`config.mk`:
```
export PLATFORM = sky130hd
export DESIGN_NAME = hazard_controller
export DESIGN_NICKNAME = d
export VERILOG_FILES = /design/src/rtl/hazard_controller.sv
export SDC_FILE = /design/constraint.sdc
export NUM_CORES = 1
export LEC_CHECK = 0
export CORE_ASPECT_RATIO = 0.8
export CORE_MARGIN = 10
export CORE_UTILIZATION = 47
export CTS_CLUSTER_DIAMETER = 200
export DETAILED_ROUTE_END_ITERATION = 16
export PLACE_DENSITY = 0.8
export SLEW_MARGIN = 15
export SYNTH_ARGS = -nofsm -noshare
export SYNTH_HDL_FRONTEND = slang
export SYNTH_SLANG_ARGS = --single-unit
```
`constraint.sdc`:
```
create_clock -name clk -period 2.2 [get_ports clk]
set_input_delay 0.22 -clock clk [delete_from_list [all_inputs] [get_ports clk]]
set_output_delay 0.22 -clock clk [all_outputs]
set_load 0.03 [all_outputs]
```
`src/rtl/hazard_controller.sv`:
```
// Stall/flush sequencer for the 5-stage pipeline: load-use bubbles, decode-resolved
// control-flow flushes, memory-wait freeze with watchdog, and a stall-cycle counter.
module hazard_controller #(
    parameter int MAX_WAIT = 16,
    parameter int CNT_W    = 32
) (
    input  logic             clk,
    input  logic             rst,
    input  logic [4:0]       Rs1D,
    input  logic [4:0]       Rs2D,
    input  logic [4:0]       RdE,
    input  logic             MemReadEnE,
    input  logic             PCSrcD,
    input  logic             JalD,
    input  logic             MemReqM,
    input  logic             MemReadyM,
    output logic             StallF,
    output logic             StallD,
    output logic             StallE,
    output logic             StallM,
    output logic             FlushD,
    output logic             FlushE,
    output logic             FlushW,
    output logic             PCRedirectEn,
    output logic             MemTimeout,
    output logic [CNT_W-1:0] StallCycles
);

    localparam int WCNT_W = (MAX_WAIT > 2) ? $clog2(MAX_WAIT) : 1;

    typedef enum logic {
        RUN,
        MEM_WAIT
    } stateT;

    stateT             state;
    logic [WCNT_W-1:0] waitCnt;

    logic memWait;
    logic timeoutNow;
    logic memStall;
    logic loadUse;
    logic ctrlFlow;

    assign memWait    = (state == MEM_WAIT) | ((state == RUN) & MemReqM & ~MemReadyM);
    // The timeout cycle is itself the MAX_WAIT-th wait cycle, so it releases instead of stalling.
    assign timeoutNow = (state == MEM_WAIT) & ~MemReadyM & (waitCnt == WCNT_W'(MAX_WAIT - 1));
    assign memStall   = memWait & ~((state == MEM_WAIT) & MemReadyM) & ~timeoutNow;
    assign loadUse    = MemReadEnE & (RdE != 5'd0) & ((RdE == Rs1D) | (RdE == Rs2D));
    assign ctrlFlow   = PCSrcD | JalD;

    always_comb begin
        // NOTE: every output gets a default first so no path through the if-chain infers a latch.
        StallF = 1'b0;
        StallD = 1'b0;
        StallE = 1'b0;
        StallM = 1'b0;
        FlushD = 1'b0;
        FlushE = 1'b0;
        FlushW = 1'b0;
        if (rst) begin
            FlushD = 1'b1;
            FlushE = 1'b1;
        end else if (memStall) begin
            StallF = 1'b1;
            StallD = 1'b1;
            StallE = 1'b1;
            StallM = 1'b1;
            FlushW = 1'b1;
        end else if (loadUse) begin
            StallF = 1'b1;
            StallD = 1'b1;
            FlushE = 1'b1;
        end else if (ctrlFlow) begin
            FlushD = 1'b1;
        end
        PCRedirectEn = ctrlFlow & ~StallD & ~rst;
    end

    // NOTE: state registers use non-blocking assignments so every flop samples pre-edge values.
    always_ff @(posedge clk) begin
        if (rst) begin
            state       <= RUN;
            waitCnt     <= '0;
            MemTimeout  <= 1'b0;
            StallCycles <= '0;
        end else begin
            case (state)
                RUN: begin
                    if (MemReqM && !MemReadyM) begin
                        state   <= MEM_WAIT;
                        waitCnt <= WCNT_W'(1);
                    end
                end
                MEM_WAIT: begin
                    if (MemReadyM || timeoutNow) begin
                        state   <= RUN;
                        waitCnt <= '0;
                    end else begin
                        waitCnt <= waitCnt + WCNT_W'(1);
                    end
                end
                default: begin
                    state   <= RUN;
                    waitCnt <= '0;
                end
            endcase

            if (timeoutNow) begin
                MemTimeout <= 1'b1;
            end

            if (StallF && (StallCycles != {CNT_W{1'b1}})) begin
                StallCycles <= StallCycles + CNT_W'(1);
            end
        end
    end

endmodule
```
Word-level counts from Yosys, hierarchy flattened
Index checks and enable logic that the tools add are counted.
{"block": "classes", "add_sub_neg": 2, "n_eq_ne": 5, "muxes": 17, "bitwise_logic": 20, "n_reduce_logical": 5}
{"op": "adder 32 x 1 -> 32 bit (second input constant)", "n": 1}
{"op": "!= test 32 bit (second input constant)", "n": 1}
{"op": "2-to-1 mux 1 bit", "n": 13}
{"op": "AND 1 bit", "n": 11}
{"op": "== test 5 bit", "n": 2}
{"op": "2-to-1 mux 4 bit", "n": 2}
{"op": "case mux 4 bit (2 select lines)", "n": 1}
{"op": "inverter 1 bit", "n": 6}
{"op": "nonzero test 5 bit", "n": 1}
{"op": "adder 4 x 1 -> 4 bit (second input constant)", "n": 1}
{"op": "== test 4 bit (second input constant)", "n": 1}
{"op": "bitwise OR 1 bit", "n": 3}
{"op": "logical AND 1 bit", "n": 2}
{"op": "!= test 2 x 1 -> 1 bit (second input constant)", "n": 1}
{"op": "case mux 1 bit (2 select lines)", "n": 1}
{"op": "zero test 1 bit", "n": 1}
{"op": "logical OR 1 bit", "n": 1}
{"block": "word_totals", "register_bits": 38, "out_inout_bits": 41, "wordCells": 53}

Longest topological paths before layout
Gate-level depths: netlist of the first run.
{"block": "depth", "ltp_word": 11, "ltp_mapped": 9}

Least setup slack after synthesis of the first run
OpenSTA, ideal clock, no wires.
{"block": "synth_timing", "path_kind": "reg-to-reg", "from": "reg StallCycles[25]", "to": "reg StallCycles[31]", "setup_time_ns": 0.121, "arrival_ns": 2.178, "t_required_ns": 2.079, "path_slack_ns": -0.099, "path_stages_with_launch": 9, "path_buffers": 1, "synth_period_minus_slack_ns": 2.299, "cell_sequence": "dfxtp_1 nand4_2 or4_1 buf_2 nor2_4 a211oi_2 and2b_1 nand4_1 mux2_2"}
{"block": "synth_via", "elab_chain_len": 2, "elab_cells_between_ends": 3, "cone_classes": "1 x add/sub; 1 x eq/ne; 1 x reduce/logical"}
{"item": "start: declaration", "line": "26", "text": "output logic [CNT_W-1:0] StallCycles"}
{"item": "start signal: assignment", "line": "114", "text": "StallCycles <= StallCycles + CNT_W'(1);"}
{"item": "branches (longest 2 deep; another with adder 32 x 1 -> 32 bit)"}
Parallel ways; which one is timed is not known.
A chain may end at the register's enable or synchronous reset.

Final worst setup path of the first run
{"block": "layout_timing", "from": "in RdE[3]", "to": "out PCRedirectEn"}
{"block": "layout_via", "elab_chain_len": 9, "elab_cells_between_ends": 12, "cone_classes": "2 x eq/ne; 3 x mux; 6 x bitwise; 1 x reduce/logical"}
{"item": "start: declaration", "line": "11", "text": "input logic [4:0] RdE,"}
{"item": "== test 5 bit or nonzero test 5 bit (tied branches)", "line": "49", "text": "assign loadUse = MemReadEnE & (RdE != 5'd0) & ((RdE == Rs1D) | (RdE == Rs2D));"}
{"item": "bitwise OR 1 bit or AND 1 bit (tied branches)", "line": "49"}
{"item": "AND 1 bit *", "line": "49"}
{"item": "2-to-1 mux 1 bit *", "line": "70", "text": "end else if (loadUse) begin"}
{"item": "2-to-1 mux 1 bit *", "line": "64", "text": "end else if (memStall) begin"}
{"item": "2-to-1 mux 1 bit *", "line": "61", "text": "if (rst) begin"}
{"item": "inverter 1 bit *", "line": "77", "text": "PCRedirectEn = ctrlFlow & ~StallD & ~rst;"}
{"item": "AND 1 bit * (2 in a row)", "line": "77"}
{"item": "end: declaration", "line": "24", "text": "output logic PCRedirectEn,"}
Every way passes the cells marked *; elsewhere a longest branch is shown, timed or not.

==> impl_metrics.py, run 1 <==
metrics = {
    "clock_network": {
        "htreeDepth": 2,
        "clockBufferDepth": 2,
        "numClockSinks": 38,
        "cts_hold_buffers": 0,
        "path_clk_slew_ns": 0.07,
        "cts_made_buffers": 5,
        "cts_tree": "done",
        "root_buffer": "clkbuf_8",
        "clk_latency_ns": 0.30,
    },
    "synth": {
        "yosysSeqAreaShare": 0.3630,
        "synthAdderAreaFrac": 0.01194,
        "synthesis.nets": 276,
        "ys_types": 43,
        "muxShareOfSynthArea": 0.01015,
        "synth_flop_cell": "dfxtp_1",
        "ys_ff_latch": 38,
        "synth_top_family_by_area": "simple AND/OR/NAND/NOR gates",
        "ys_async_sr_fraction": 0,
        "synth_xor_area_frac": 0.1630,
        "synth_area_um2": 2096,
        "yosysWarningCount": 0,
        "syn_inst": 252,
        "synth_edf_count": 0,
        "syn-mean-instance-area_um2": 8.317,
        "synth_compound_area_frac": 0.05373,
        "synth_simple_gate_area_frac": 0.3457,
    },
    "worst_setup_path": {
        "worstPathCellList": "clkdlybuf4s50_1, or4_4, o21ai_2, o21a_2, o21ai_1, nor2_1, buf_4",
        "critPathArrivalTime_ns": 1.90,
        "endpoint": "PCRedirectEn",
        "critPathKind": "input pin to output pin",
        "worst_path_max_delay_cell": "or4_4",
        "r2r_slack_ns": 0.11,
        "timing.rr.start": "waitCnt[0]",
        "crit_required_ns": 1.98,
        "path_max_fanout": 5,
        "r2r_cells": 8,
        "r2r_end": "StallCycles[4]",
        "cp_top_family": "buffers and inverters",
        "worst-path-stages": 7,
        "cpPeakStageDelay_ns": 0.50,
        "startpoint": "RdE[3]",
        "crit_buf_inv": 2,
        "crit_path_start_kind": "input pin",
        "worst_setup_path_end_kind": "output pin",
    },
    "floorplan": {
        "die_w_um": 94.66,
        "die_h_um": 79.73,
        "io_pins": 63,
        "num_rows": 21,
        "initial_utilization": 0.4924,
        "core_um2": 4257,
        "dieArea_um2": 7547,
    },
    "timing": {
        "slew_headroom": 0.7158,
        "drv_slew": 0,
        "tightest_slew_ns": 0.4263,
        "setup_viol": 0,
        "final-hold-violation-count": 0,
        "rsz0062_at_grt": "true",
        "setup_tns_ns": 0,
        "fin_crit_sh": 0.9656,
        "max_freq_ghz": 0.4708,
        "skew_ns": 0.005625,
        "period_needed_ns": 2.124,
    },
    "global_route": {
        "grtUsageTotal": 0.1508,
        "grt_first_pass_wirelength_um": 9294,
        "grt_max_degree": 45,
        "grt_use_met3": 0.06203,
        "grt_pass1_vias": 2064,
        "use_met2": 0.2507,
        "top_usage_layer": "met2",
        "grtUsageMet1": 0.1695,
        "grt-ovfl-total": 0,
        "antenna_found_initial": 0,
    },
    "placed_design": {
        "dpl_cell_area_um2": 2885,
        "gp_congestion": 0.8536,
        "port_buffers": 62,
        "dp_hpwl_um": 4273,
    },
    "power_and_ir_drop": {
        "p_per_area_nw_per_um2": 485.9,
        "power.internal_w": 0.001121,
        "clkPwrFrac": 0.399,
        "comb_power_share": 0.126,
        "ir_drop_mv": 0.2661,
        "p_leak_nw": 1.120,
        "p_switching_w": 0.0003558,
        "power_frac_seq": 0.475,
        "switching_share": 0.2409,
    },
    "drt": {
        "vias": 2057,
        "vias_per_cell": 5.221,
        "dr.pass1.iters": 4,
        "drtIter0Drc": 90,
        "drc": 0,
        "wl_per_cell_um": 14.23,
        "ant_nets": 0,
        "wirelength_um": 5606,
    },
    "cells_and_area": {
        "final_area_um2": 3039,
        "final_layout_size_suffix_gt1_frac": 0.1929,
        "final_net_count": 360,
        "area_growth_pct": 45.01,
        "layout_common_cells": "clkdlybuf4s50_1 (53), nor2_1 (49), dfxtp_1 (36), buf_4 (36), xnor2_1 (28)",
        "antenna_cells": 0,
        "multi_input_area_um2": 1267,
        "fillerInstances": 358,
        "final_common_cell": "clkdlybuf4s50_1",
        "utilization": 0.7140,
        "seq_area_um2": 763.2,
    },
    "hold_path": {
        "min-delay-path-class": "register to register",
    },
    "run": {
        "cap_violations": 0,
    },
    "run_status": {
        "status": "complete, no violations",
    },
}
[cell usage after synthesis (4+ instances only)]
| master | instances | area (um2) |
|---|---|---|
| nand4_1 | 6 | 37.54 |
| nand3_1 | 12 | 60.06 |
| nor4_1 | 5 | 31.28 |
| or4_1 | 4 | 30.03 |
| a21oi_1 | 4 | 20.02 |
| xnor2_1 | 28 | 245.2 |
| nand2_1 | 13 | 48.80 |
| xor2_1 | 11 | 96.34 |
| dfxtp_1 | 38 | 760.7 |
| buf_2 | 4 | 20.02 |
| nor3_1 | 22 | 110.1 |
| nor2_1 | 51 | 191.4 |
[worst min-delay path by stage]
stage / to / slack [ns] / start / cells after the start
after floorplan: waitCnt[2] / 0.43 / MemReadyM / 3
after global placement: MemTimeout / 0.46 / MemTimeout / 2
after detailed placement: MemTimeout / 0.47 / MemTimeout / 2
after CTS: MemTimeout / 0.48 / MemTimeout / 2
after global routing: MemTimeout / 0.52 / MemTimeout / 2
final: MemTimeout / 0.48 / MemTimeout / 2
[power groups by stage]
stage                      logic, W  clock network (W)  registers (W)
after floorplan           0.0000991                  0       0.000724
after global placement     0.000181                  0       0.000717
after detailed placement   0.000185                  0       0.000717
after CTS                  0.000187           0.000605       0.000701
after global routing       0.000202           0.000627       0.000702
final                      0.000186           0.000590       0.000701
[tightest hold or removal path, cell delays in order, from the launching register on]
cell and delay [ns]:
dfxtp_1 0.33, a21oi_1 0.04, nor2_1 0.07
[layout make-up]
type                    count  share of cell area
clock buffers               7             0.02511
clock inverters             1            0.009881
inverters                   2            0.002470
multi-input cells         197              0.4170
flip-flops and latches     38              0.2511
well taps                  57             0.02347
repair buffers             92              0.2709
[per-stage QoR]
stage / std cells / hold slack (ns) / total power [W] / worst slack, ns
global route: 394 / 0.5197 / 0.001530 / -0.02530
finish: 394 / 0.4789 / 0.001477 / 0.07579
floorplan: 252 / 0.4273 / 0.0008227 / -0.06380
CTS: 392 / 0.4821 / 0.001492 / 0.007645
detailed placement: 384 / 0.4651 / 0.0009023 / -0.3638
global placement: 384 / 0.4595 / 0.0008976 / -0.3086
[sequential cells by signal, summed over array words and instances, names as in the netlist]
signal       cells
state            1
waitCnt          4
StallCycles     32
MemTimeout       1
[logic make-up (layout without fill, tap and decap cells)]
| kind of cell | Yosys count | count (layout) |
|---|---|---|
| simple gates | 138 | 138 |
| xor+xnor | 39 | 39 |
| flops | 38 | 38 |
| buf+inv | 17 | 102 |
| compound gates | 16 | 16 |
| fa+ha+maj | 2 | 2 |
| mux | 2 | 2 |
[per-layer routing]
metal / up-vias / wire, um
met2: 59 / 2669
met3: 10 / 464
met5: - / 0
met1: 958 / 2383
met4: 0 / 89
li1: 1030 / -
[timing repair]
item,4_1_cts,5_1_grt
setup endpoints to repair,6,15
resized for setup,8,14
pin swaps,0,2
buffers inserted,0,2
Power figures use the tool's default switching activity.
==> inputs of run 2 (changes only) <==
Settings changed: CORE_MARGIN 10 to not set.
==> run 2 against run 1 <==
Clock skew increased by 0.0010 ns. Largest power group unchanged. Sequential share of layout area down 0.17 points. Hold slack improved by 0.0098 ns. Combinational power up 5%. Critical endpoint unchanged. Utilization up 0.95 points.
==> impl_metrics.py, run 2 (synthesis results as in run 1) <==
metrics = {
    "cells_and_area": {
        "area_growth_pct": 46.03,
        "reg_top3": "StallCycles x32, waitCnt x4",
        "largest_reg_flops": 32,
        "top_register": "StallCycles",
        "layout_common_cells": "clkdlybuf4s50_1 (51), nor2_1 (48), dfxtp_1 (36), buf_4 (31), xnor2_1 (28)",
        "final_common_cell": "clkdlybuf4s50_1",
        "layoutNonFillerInstCount": 390,
        "seq_area_um2": 763.2,
        "final_net_count": 356,
        "final_layout_size_suffix_gt1_frac": 0.1922,
        "fillerInstances": 339,
        "antenna_cells": 0,
        "multi_input_area_um2": 1310,
    },
    "global_route": {
        "grt_pass1_vias": 1805,
        "antenna_found_initial": 0,
        "grtUsageTotal": 0.2080,
        "grt_max_degree": 45,
        "grt_first_pass_wirelength_um": 7810,
        "grt-ovfl-total": 0,
    },
    "timing": {
        "drv_slew": 0,
        "fin_crit_sh": 0.9607,
        "final-hold-violation-count": 0,
        "skew_ns": 0.006638,
        "worst_slack_ns": 0.08646,
        "max_freq_ghz": 0.4731,
        "period_needed_ns": 2.114,
        "tightest_slew_ns": 0.4519,
        "setup_viol": 0,
        "setup_tns_ns": 0,
        "slew_headroom": 0.6987,
    },
    "clock_network": {
        "cts_tree": "done",
        "clockBufferDepth": 2,
        "cts_hold_buffers": 0,
        "root_buffer": "clkbuf_8",
        "cts_made_buffers": 5,
        "clk_latency_ns": 0.30,
        "numClockSinks": 38,
        "htreeDepth": 2,
        "path_clk_slew_ns": 0.08,
    },
    "drt": {
        "ant_nets": 0,
        "wirelength_um": 5000,
        "drtIter0Drc": 86,
        "drc": 0,
        "dr.pass1.iters": 4,
        "wl_per_cell_um": 12.82,
        "vias_per_cell": 5.159,
        "vias": 2012,
    },
    "worst_setup_path": {
        "path_max_fanout": 4,
        "startpoint": "RdE[3]",
        "crit_path_start_kind": "input pin",
        "worst_setup_path_end_kind": "output pin",
        "r2r_end": "StallCycles[13]",
        "critPathArrivalTime_ns": 1.89,
        "worstPathCellList": "clkdlybuf4s50_1, or4_4, o21ai_4, o21a_4, o21ai_0, nor2_1, buf_4",
        "critPathKind": "input pin to output pin",
        "worst_path_max_delay_cell": "or4_4",
        "r2r_cells": 8,
        "timing.rr.start": "waitCnt[0]",
        "crit_required_ns": 1.98,
        "r2r_slack_ns": 0.09,
        "cpPeakStageDelay_ns": 0.51,
    },
    "floorplan": {
        "core_um2": 4230,
        "die_w_um": 76.66,
        "initial_utilization": 0.4954,
        "num_rows": 21,
        "dieArea_um2": 4732,
        "io_pins": 63,
        "die_h_um": 61.73,
    },
    "power_and_ir_drop": {
        "comb_power_share": 0.132,
        "power.internal_w": 0.001125,
        "clkPwrFrac": 0.397,
        "switching_share": 0.2431,
        "p_leak_nw": 1.120,
        "ir_drop_mv": 0.2984,
        "p_switching_w": 0.0003615,
        "p_per_area_nw_per_um2": 485.9,
        "power_frac_seq": 0.471,
    },
    "hold_path": {
        "min-delay-path-class": "register to register",
        "whs_path_depth": 2,
        "worstHoldStart": "MemTimeout",
        "hold-path-endpoint": "MemTimeout",
    },
    "run": {
        "cap_violations": 0,
    },
    "run_status": {
        "status": "complete, no violations",
    },
    "placed_design": {
        "dp_hpwl_um": 3492,
        "dp.cells": 380,
        "pre_cts_ws_ns": -0.3614,
        "gp_congestion": 0.7859,
        "port_buffers": 62,
    },
}
run 2: cell count changes in the layout (fill, tap and decap cells not counted), sizes merged:
cell | before | now
buf | 38 | 32
clkbuf | 7 | 9
clkdlybuf4s50 | 53 | 51
dlymetal6s2s | 1 | 3
run 2: area by class of cell:
| cell class | instances | share of cell area |
|---|---|---|
| clock buffers | 7 | 0.02494 |
| clock inverters | 1 | 0.009812 |
| multi-input cells | 197 | 0.4280 |
| inverters | 2 | 0.002453 |
| well taps | 57 | 0.02330 |
| flip-flops and latches | 38 | 0.2494 |
| repair buffers | 88 | 0.2621 |
run 2: repair_timing:
| item | in CTS | in global routing |
|---|---|---|
| gates cloned | 0 | 0 |
| setup buffers | 1 | 1 |
| endpoints found under the setup margin | 4 | 24 |
| resized for setup | 7 | 20 |
| pin swaps | 1 | 2 |
run 2: metrics by stage:
stage	area [um2]	power (W)	utilization	hold WS (ns)
after floorplan	2101	0.0008227	-	0.4273
after global placement	2855	0.0008950	0.6749	0.4573
after detailed placement	2855	0.0008990	0.6749	0.4651
after CTS	2974	0.001479	0.7030	0.4879
after global routing	3060	0.001525	0.7235	0.5315
final	3060	0.001487	0.7235	0.4887
run 2: metal layers:
metal	vias to the layer above	track usage	routed length (um)
li1	1021	-	-
met1	919	0.2493	2328
met2	64	0.3776	2365
met3	8	0.03504	225
met4	0	0.09890	80
met5	-	0	0
run 2: worst max path at each step:
stage,to,depth (start not counted)
detailed placement,StallF,6
floorplan,StallCycles[31],8
global route,PCRedirectEn,7
finish,PCRedirectEn,7
global placement,StallD,6
CTS,StallCycles[20],10
run 2: worst max-delay path: cells and delay by family:
family                 cells  cell delay, ns
and+or+nand+nor            2            0.62
AOI/OAI and AO/OA          3            0.43
buffers and inverters      2            0.63
run 2: power by group through the flow:
stage	registers, W	clock network, W	logic (W)
2_1_floorplan	0.000724	0	0.0000991
3_3_place_gp	0.000717	0	0.000178
3_5_place_dp	0.000717	0	0.000182
4_1_cts	0.000701	0.000592	0.000186
5_1_grt	0.000702	0.000612	0.000211
6_report	0.000701	0.000590	0.000196
==> RTL edit: new RTL, settings of run 2 <==
The parameter `MAX_WAIT` goes from 16 to 8.
--- a/src/rtl/hazard_controller.sv
+++ b/src/rtl/hazard_controller.sv
@@ -1,7 +1,7 @@
 // Stall/flush sequencer for the 5-stage pipeline: load-use bubbles, decode-resolved
 // control-flow flushes, memory-wait freeze with watchdog, and a stall-cycle counter.
 module hazard_controller #(
-    parameter int MAX_WAIT = 16,
+    parameter int MAX_WAIT = 8,
     parameter int CNT_W    = 32
 ) (
     input  logic             clk,
Behaviour: not the same (a bounded check fails within 10 cycles, from zero or initial values and one cycle with rst high).
==> RTL edit against run 2 <==
The run now ends with negative setup slack left; sequential cell count shrank 1; critical path type is now reg2reg; power decreased by 3.0%; final area increased by 7.8%; via count grew 14%; clock power fell by 20%; setup slack got worse by 0.22 ns; sequential share of layout area shrank 2.3 points; routed wire length grew 22%; area after synthesis fell by 1.5%; first-iteration DRC count increased by 49%.
==> RTL edit: results (changes against run 2) <==
** Logic synthesis
- Adder-cell area share of the yosys netlist :: 0.0182 (+0.00624)
- Sorting the synthesized cells by area gives the leading types as sky130_fd_sc_hd__dfxtp_1 36%, sky130_fd_sc_hd__a21oi_1 6.3%, sky130_fd_sc_hd__o31ai_1 6.2%, sky130_fd_sc_hd__or4_1 6.2%, sky130_fd_sc_hd__xor2_1 4.2%.
- Count of unique library cells instantiated by Yosys :: 45 (+4.7%)
- Share of the yosys chip area belonging to registers :: 0.359 (-0.00420)
- Share of the synthesized netlist area taken by xor and xnor gates :: 0.0552 (-0.108)
- The area fraction in compound gates after synthesis was 0.212 (+0.158).
- The proportion of synthesized area in mux cells was 0.00545 (-0.00469).

** Outcome
- Result of the run :: finished with violations
- Violations in the final reports :: negative setup slack

** Drt
- Drt first-iter violations :: 128 (+49%)
- Via count :: 2,301 (+14%)
- The routed via count divided by cell count is 5.72 (+11%).
- The final routed wire length divided by cell count is 15.1 um (+18%).

** Placed design
- The post-detailed-placement half-perimeter wirelength was 4.11 mm (+18%).

** Worst setup path
- Slowest-stage cell, CP :: sky130_fd_sc_hd__or4_1
- The maximum fanout encountered on the critical timing path was 15 (+11).
- Arrival time worst endpoint :: 2.56 ns (+0.67 ns)

** Global route
- Maximum number of pins on one net before global-route repair :: 40 (-11%)
- Overall global routing resource usage :: 0.257 (+0.0493)
- The via count of the first global-routing pass came to 2,074 (+15%).
- Global-route wire length before repair :: 9.42 mm (+21%)

** Final layout
- Filler cell count :: 288 (-15%)
- Post-layout net count :: 369 (+3.7%)
- The largest registers in the layout are StallCycles x32, waitCnt x3.
- The fraction of layout cells with a size suffix above 1 came to 0.293 (+0.101).

** Timing
- Max_slew headroom :: 0.710 (+0.0108)
- Final worst setup slack :: -0.136 ns (-0.222 ns)
- Setup violation total in the final timing report :: 19 (+19)

** Power
- The leakage component of the power was 1.16 nW (+3.5%).
RTL edit: cell types whose count changed after synthesis, sizes merged, moves of 6 or more:
cell	change
o31ai	+17
nor2	-33
or3	+9
a21oi	+22
nor3	-18
xnor2	-25
o21ai	+6
or4	+13
RTL edit: final timing paths:
check,slack (ns),cells past startpoint,start,end
max,-0.14,9,waitCnt[1],StallCycles[29]
min,0.47,2,MemTimeout,MemTimeout
max reg2reg,-0.14,9,waitCnt[1],StallCycles[29]
min reg2reg,0.47,2,MemTimeout,MemTimeout
RTL edit: cell families (layout without fill, tap and decap cells):
kind of cell	Yosys count	after routing
buffers and inverters	18	115
multiplexers	1	1
XOR/XNOR	13	13
flip-flops	37	37
AND/OR/NAND/NOR	107	107
AO/OA/AOI/OAI	69	69
adder cells (fa/ha/maj)	3	3
RTL edit: cell type report:
cell class	count	area share
repair buffers	103	0.296
well taps	57	0.0216
clock inverters	2	0.00303
clock buffers	6	0.0220
flip-flops and latches	37	0.226
inverters	4	0.00455
multi-input cells	193	0.427
RTL edit: per-layer routing:
| layer | vias up | share of wire | track usage |
|---|---|---|---|
| met5 | - | 0 | 0 |
| met4 | 0 | 0.0076 | 0.0687 |
| met3 | 4 | 0.044 | 0.0474 |
| met2 | 57 | 0.47 | 0.432 |
| met1 | 1115 | 0.48 | 0.349 |
| li1 | 1125 | - | - |
RTL edit: power groups by stage:
stage	clock (W)	sequential (W)	combinational, W
after floorplan	0	0.000704	0.000122
after CTS	0.000472	0.000681	0.000274
after global routing	0.000507	0.000682	0.000308
after global placement	0	0.000696	0.000238
after detailed placement	0	0.000697	0.000243
final	0.000473	0.000681	0.000289
RTL edit: worst max-delay path, delay by kind of cell, from the launching register on:
kind,cells,cell delay [ns]
and+or+nand+nor,4,1.13
buffers and inverters,1,0.16
adders and majority gates,2,0.31
DFF,1,0.34
AOI/OAI and AO/OA,2,0.32
RTL edit: per-stage QoR:
stage          instance area [um^2]  setup slack (ns)  TNS [ns]  total power (W)
2_1_floorplan                  2120            -0.102    -0.351         0.000826
3_3_place_gp                   3010            -0.265     -5.25         0.000934
3_5_place_dp                   3010            -0.373     -7.58         0.000939
4_1_cts                        3200            -0.113     -1.09          0.00143
5_1_grt                        3300            -0.183     -2.73          0.00150
6_report                       3300            -0.136     -1.50          0.00144
RTL edit: repair_timing:
item,4_1_cts,5_1_grt
pin swaps,13,4
setup endpoints to repair,21,28
gates resized for setup,24,27
setup buffers,2,0
cloned,1,0
